==> src/rtl/dvi_input_packer.sv <==
// DVI pixel stream to 1-bpp frame buffer packer.
// Thresholds pixels, packs 8 px/byte MSB-first and keeps every LINE_DECIM-th line.
module dvi_input_packer #(
    parameter int          H_ACTIVE       = 640,
    parameter logic [14:0] BYTES_PER_LINE = 15'h0050,
    parameter logic [14:0] LINES_STORED   = 15'h00F0,
    parameter int          LINE_DECIM     = 2,
    parameter logic [7:0]  THRESHOLD      = 8'h80
) (
    input  logic        clock_in,
    input  logic        reset_n,
    input  logic        de,
    input  logic        vs,
    input  logic [7:0]  pix_in,
    output logic        wr_en,
    output logic [14:0] wr_addr,
    output logic [7:0]  wr_data,
    output logic        frame_done,
    output logic        overrun
);

    localparam logic [10:0] LP_HACT  = 11'(H_ACTIVE);
    localparam logic [9:0]  LP_DECIM = 10'(LINE_DECIM);

    typedef enum logic [1:0] {
        WAIT_VS = 2'd0,
        CAPTURE = 2'd1,
        DONE    = 2'd2
    } state_t;

    state_t      r_state;
    logic        r_vs_q;
    logic        r_de_q;
    logic [10:0] r_pix_cnt;
    logic [2:0]  r_bit_cnt;
    logic [7:0]  r_byte_idx;
    logic [9:0]  r_line_idx;
    logic [14:0] r_line_base;
    logic [14:0] r_stored_cnt;
    logic [7:0]  r_sreg;
    logic        r_wr_en;
    logic [14:0] r_wr_addr;
    logic [7:0]  r_wr_data;
    logic        r_frame_done;
    logic        r_overrun;

    logic        w_vs_rise;
    logic        w_de_fall;
    logic        w_keep;
    logic        w_bit;
    logic        w_take;
    logic [7:0]  w_sreg_nx;
    logic [3:0]  w_shamt;
    logic [7:0]  w_flush;
    logic [14:0] w_addr;

    assign w_vs_rise = vs & ~r_vs_q;
    assign w_de_fall = ~de & r_de_q;
    assign w_keep    = (r_line_idx % LP_DECIM) == 10'd0;
    assign w_bit     = pix_in >= THRESHOLD;
    assign w_take    = (r_state == CAPTURE) && de && w_keep
                    && (r_pix_cnt < LP_HACT);
    assign w_sreg_nx = {r_sreg[6:0], w_bit};
    // Partial byte holds bit_cnt bits right-aligned; left-align with zero pad.
    assign w_shamt   = 4'd8 - {1'b0, r_bit_cnt};
    assign w_flush   = r_sreg << w_shamt;
    assign w_addr    = r_line_base + {7'd0, r_byte_idx};

    assign wr_en      = r_wr_en;
    assign wr_addr    = r_wr_addr;
    assign wr_data    = r_wr_data;
    assign frame_done = r_frame_done;
    assign overrun    = r_overrun;

    always_ff @(posedge clock_in or negedge reset_n) begin
        if (!reset_n) begin
            r_state      <= WAIT_VS;
            r_vs_q       <= 1'b0;
            r_de_q       <= 1'b0;
            r_pix_cnt    <= '0;
            r_bit_cnt    <= '0;
            r_byte_idx   <= '0;
            r_line_idx   <= '0;
            r_line_base  <= '0;
            r_stored_cnt <= '0;
            r_sreg       <= '0;
            r_wr_en      <= 1'b0;
            r_wr_addr    <= '0;
            r_wr_data    <= '0;
            r_frame_done <= 1'b0;
            r_overrun    <= 1'b0;
        end else begin
            r_vs_q       <= vs;
            r_de_q       <= de;
            r_wr_en      <= 1'b0;
            r_frame_done <= 1'b0;
            if (w_vs_rise) begin
                if (r_state == CAPTURE) r_overrun <= 1'b1;
                r_pix_cnt    <= '0;
                r_bit_cnt    <= '0;
                r_byte_idx   <= '0;
                r_line_idx   <= '0;
                r_line_base  <= '0;
                r_stored_cnt <= '0;
                r_sreg       <= '0;
                r_state      <= CAPTURE;
            end else if (r_state == CAPTURE) begin
                if (w_take) begin
                    r_sreg    <= w_sreg_nx;
                    r_pix_cnt <= r_pix_cnt + 11'd1;
                    r_bit_cnt <= r_bit_cnt + 3'd1;
                    if (r_bit_cnt == 3'd7) begin
                        r_wr_en    <= 1'b1;
                        r_wr_data  <= w_sreg_nx;
                        r_wr_addr  <= w_addr;
                        r_byte_idx <= r_byte_idx + 8'd1;
                    end
                end else if (w_de_fall) begin
                    if (r_bit_cnt != 3'd0) begin
                        r_wr_en   <= 1'b1;
                        r_wr_data <= w_flush;
                        r_wr_addr <= w_addr;
                    end
                    r_pix_cnt  <= '0;
                    r_bit_cnt  <= '0;
                    r_byte_idx <= '0;
                    r_sreg     <= '0;
                    if (r_line_idx != 10'h3FF)
                        r_line_idx <= r_line_idx + 10'd1;
                    if (w_keep) begin
                        r_line_base  <= r_line_base + BYTES_PER_LINE;
                        r_stored_cnt <= r_stored_cnt + 15'd1;
                        if (r_stored_cnt + 15'd1 == LINES_STORED) begin
                            r_frame_done <= 1'b1;
                            r_state      <= DONE;
                        end
                    end
                end
            end
        end
    end

endmodule
==> config.mk <==
export PLATFORM = sky130hd
export DESIGN_NAME = dvi_input_packer
export DESIGN_NICKNAME = d
export VERILOG_FILES = /design/src/rtl/dvi_input_packer.sv
export SDC_FILE = /design/constraint.sdc
export NUM_CORES = 1
export LEC_CHECK = 0
export CORE_ASPECT_RATIO = 0.75
export CORE_MARGIN = 5
export CORE_UTILIZATION = 51
export DETAILED_ROUTE_END_ITERATION = 10
export PLACE_DENSITY = 0.71
export SLEW_MARGIN = 40
export SYNTH_ARGS = -nofsm -noshare
export SYNTH_HDL_FRONTEND = slang
export SYNTH_SLANG_ARGS = --single-unit
==> constraint.sdc <==
create_clock -name clock_in -period 4.2 [get_ports clock_in]
set_clock_uncertainty 0.2 [all_clocks]
set_input_delay 0.84 -clock clock_in [delete_from_list [all_inputs] [get_ports clock_in]]
set_output_delay 0.84 -clock clock_in [all_outputs]
set_load 0.03 [all_outputs]
==> results.toml <==
[job]
maxCapViolCount = 0

[finish]
design_area_sq_mm = 0.00585
final_nets = 555
drive_above_1_share_pct = 10.3
num_antenna_cells = 0
instances_no_fill = 666
syn_to_final_growth_pct = 15.8

[drt]
wire_per_inst_um = 15.6
ant_nets = 0
post-route-drc-count = 0
vias = 3771
dr.pass1.iters = 5
via_per_inst = 5.66
drt_iter0_markers = 218
drt-total-wl_mm = 10.4

[clock_tree]
insertion_delay_ns = 0.34
cts_tree = "yes"
cts_hold_buf = 0
clockRootBuffer = "clkbuf_16"
cts_buffer_depth = 2
ctsResizeCount = 0
cts_buffers = 9
clkTransAtPathRegs_ns = 0.06
cts.sinks = 96
ctsHtreeMaxLevel = 3
post_cts_buffers = 0

[worst_setup_path]
critPathRequiredTime_ns = 4.22
ff2ff_setup_slack_ns = 1.37
crit_path_frequent_cell = "nor2_1"
crit_family = "simple AND/OR/NAND/NOR gates"
start_kind = "primary input"
critPathArrivalTime_ns = 3.01
critical_path_class = "primary input to flip-flop"
rr_endpoint = "wr_addr[4]"
crit_fanout = 13
worst-path-buf-inv = 2
r2r_start = "r_bit_cnt[0]"
reg2reg_depth = 8
max_stage_delay_ns = 0.56
cp_slowest_cell = "clkdlybuf4s50_1"
crit_chain = "clkdlybuf4s50_1 > and4bb_2 > or2_2 > nor2_1 > buf_4 > o21ba_2 > nor2_1"
end_kind = "flip-flop"

[pwr]
ir_drop_mv = 0.260
leakage_uw = 0.00240
power_density_mw_per_mm2 = 507

[sta]
relSlewSlack_pct = 49.5
fmax_ghz = 0.335
period_needed_ns = 2.99
worst_pin_slew_ns = 0.750
post-route-period-util_pct = 71.1
hold_viol_final = 0
rsz0062_at_grt = "false"
fin_ws_ns = 1.21
finalSetupTns_ns = 0
final-setup-viol-count = 0
slew_viol_final = 0

[floorplan]
dieWidth_um = 125
coreArea_sq_mm = 0.00966
row_count = 31
die_h_um = 96.2
pin_count = 38
dieArea_sq_mm = 0.0120
start_util_pct = 52.3

[logic_synthesis]
async_flop_share_pct = 100
ys_types = 54
synthFlopType = "dfrtp_1"
synth-seq-area-share_pct = 47.5
yosysWarnings = 0
synth_area_per_cell_sq_um = 9.97
syn_nets = 533
synth_area_sq_mm = 0.00505
synth_edf_count = 0
ys_ff_latch = 96
synthCells = 507

[placement]
place_congestion = 0.867
dp.cells = 650
place_hpwl_mm = 7.08
dpl_cell_area_sq_mm = 0.00548
post-place-ws_ns = 0.830
port_buffers = 30

[global_routing]
antenna_found_initial = 0
grt-ovfl-total = 0
grt_pass1_vias = 3731
track_usage_pct = 18.8
grt_pass1_wl_mm = 18.3
grt_max_degree = 40

[run_status]
outcome = "complete, no violations"

[hold_path]
hold_path_class = "primary input to async pin"
[registers in the layout, summed over array words and instances, names as in the netlist]
signal,count
r_stored_cnt,15
overrun,1
r_sreg,8
frame_done,1
wr_addr,15
r_bit_cnt,3
r_line_base,11
r_byte_idx,8
wr_data,8
r_line_idx,10
r_de_q,1
r_state,2
r_vs_q,1
r_pix_cnt,11
wr_en,1
[synthesized netlist by cell type, types with 5 or more instances]
cell	count	area share, %
a21oi_1	34	3.4
a22o_1	11	1.9
a22oi_1	5	0.74
a31oi_1	5	0.62
buf_2	7	0.69
clkbuf_1	15	1.1
dfrtp_1	96	48
ha_1	14	3.5
inv_1	12	0.89
mux2_2	14	3.1
nand2_1	26	1.9
nand3_1	19	1.9
nand4_1	11	1.4
nor2_1	66	4.9
nor3_1	16	1.6
nor4_1	9	1.1
o21ai_0	27	2.7
or3_1	11	1.4
xnor2_1	34	5.9
xor2_1	11	1.9
[where the power goes]
group	leakage (uW)	total [uW]	internal, uW	switching, uW
sequential	0.00128	1170	1050	116
clock	0.000176	998	659	340
combinational	0.000948	798	331	467
total	0.00240	2970	2040	923
[per-layer routing]
layer | global-route usage, % | wire length, um | vias to the layer above
met5 | 0 | 0 | -
met4 | 3.43 | 64 | 0
met3 | 4.99 | 491 | 7
met2 | 31.2 | 4730 | 79
met1 | 25.5 | 5070 | 1827
li1 | - | - | 1858
[cells by family after synthesis]
family	after synthesis	share of synthesized area (%)
xor gates and xnor gates	45	7.80
muxes	22	5.70
AOI/OAI and AO/OA	98	12.6
adders and majority gates	14	3.47
buffers and inverters	38	3.07
DFF	96	47.5
and+or+nand+nor	194	19.8
[layout make-up]
type	instances	area, sq um
Clock inverter	5	128
Multi-Input combinational cell	373	2500
Clock buffer	11	243
Sequential cell	96	2400
Inverter	12	45.0
Timing Repair Buffer	37	363
Tap cell	132	165
Fill cell	780	3810
[worst register-to-register path: cells and delay by family (launching register included)]
family	cells	cell delay, ns
AOI/OAI and AO/OA	1	0.09
adders and majority gates	2	0.42
buffers and inverters	2	0.36
DFF	1	0.68
muxes	1	0.35
and+or+nand+nor	2	0.64
[worst max path at each step]
stage | start | end | slack [ns] | depth (start not counted)
finish | de | r_pix_cnt[9] | 1.21 | 7
detailed placement | de | r_pix_cnt[9] | 0.83 | 7
global placement | de | r_pix_cnt[9] | 0.88 | 7
CTS | de | r_pix_cnt[9] | 1.20 | 7
global route | de | r_pix_cnt[9] | 1.08 | 7
floorplan | r_bit_cnt[0] | wr_data[5] | 1.63 | 8
[layout by cell type (no fill, tap or decap), types with 4 or more instances in the layout]
master           count
nor4_1               9
bufinv_16            4
nor3_1              15
nor2_1              66
xor2_1              11
nand2b_1             4
mux2_2              14
clkbuf_16            9
o21ai_0             27
clkdlybuf4s50_1     29
and3_1               4
ha_1                14
a22o_1              11
a31oi_1              5
or3_1               11
mux4_2               4
nand3_1             19
a22oi_1              5
mux2i_1              4
a21oi_1             34
buf_4                7
inv_1               12
dfrtp_1             96
nand4_1             11
xnor2_1             34
nand2_1             26
[metrics by stage]
step	utilization, %	total power [uW]	hold slack [ns]
2_1_floorplan	-	1680	0.257
3_3_place_gp	56.7	1970	0.279
3_5_place_dp	56.7	1990	0.297
4_1_cts	60.6	3000	0.279
5_1_grt	60.6	3130	0.292
6_report	60.6	2970	0.262
(Power assumes the default switching activity.)
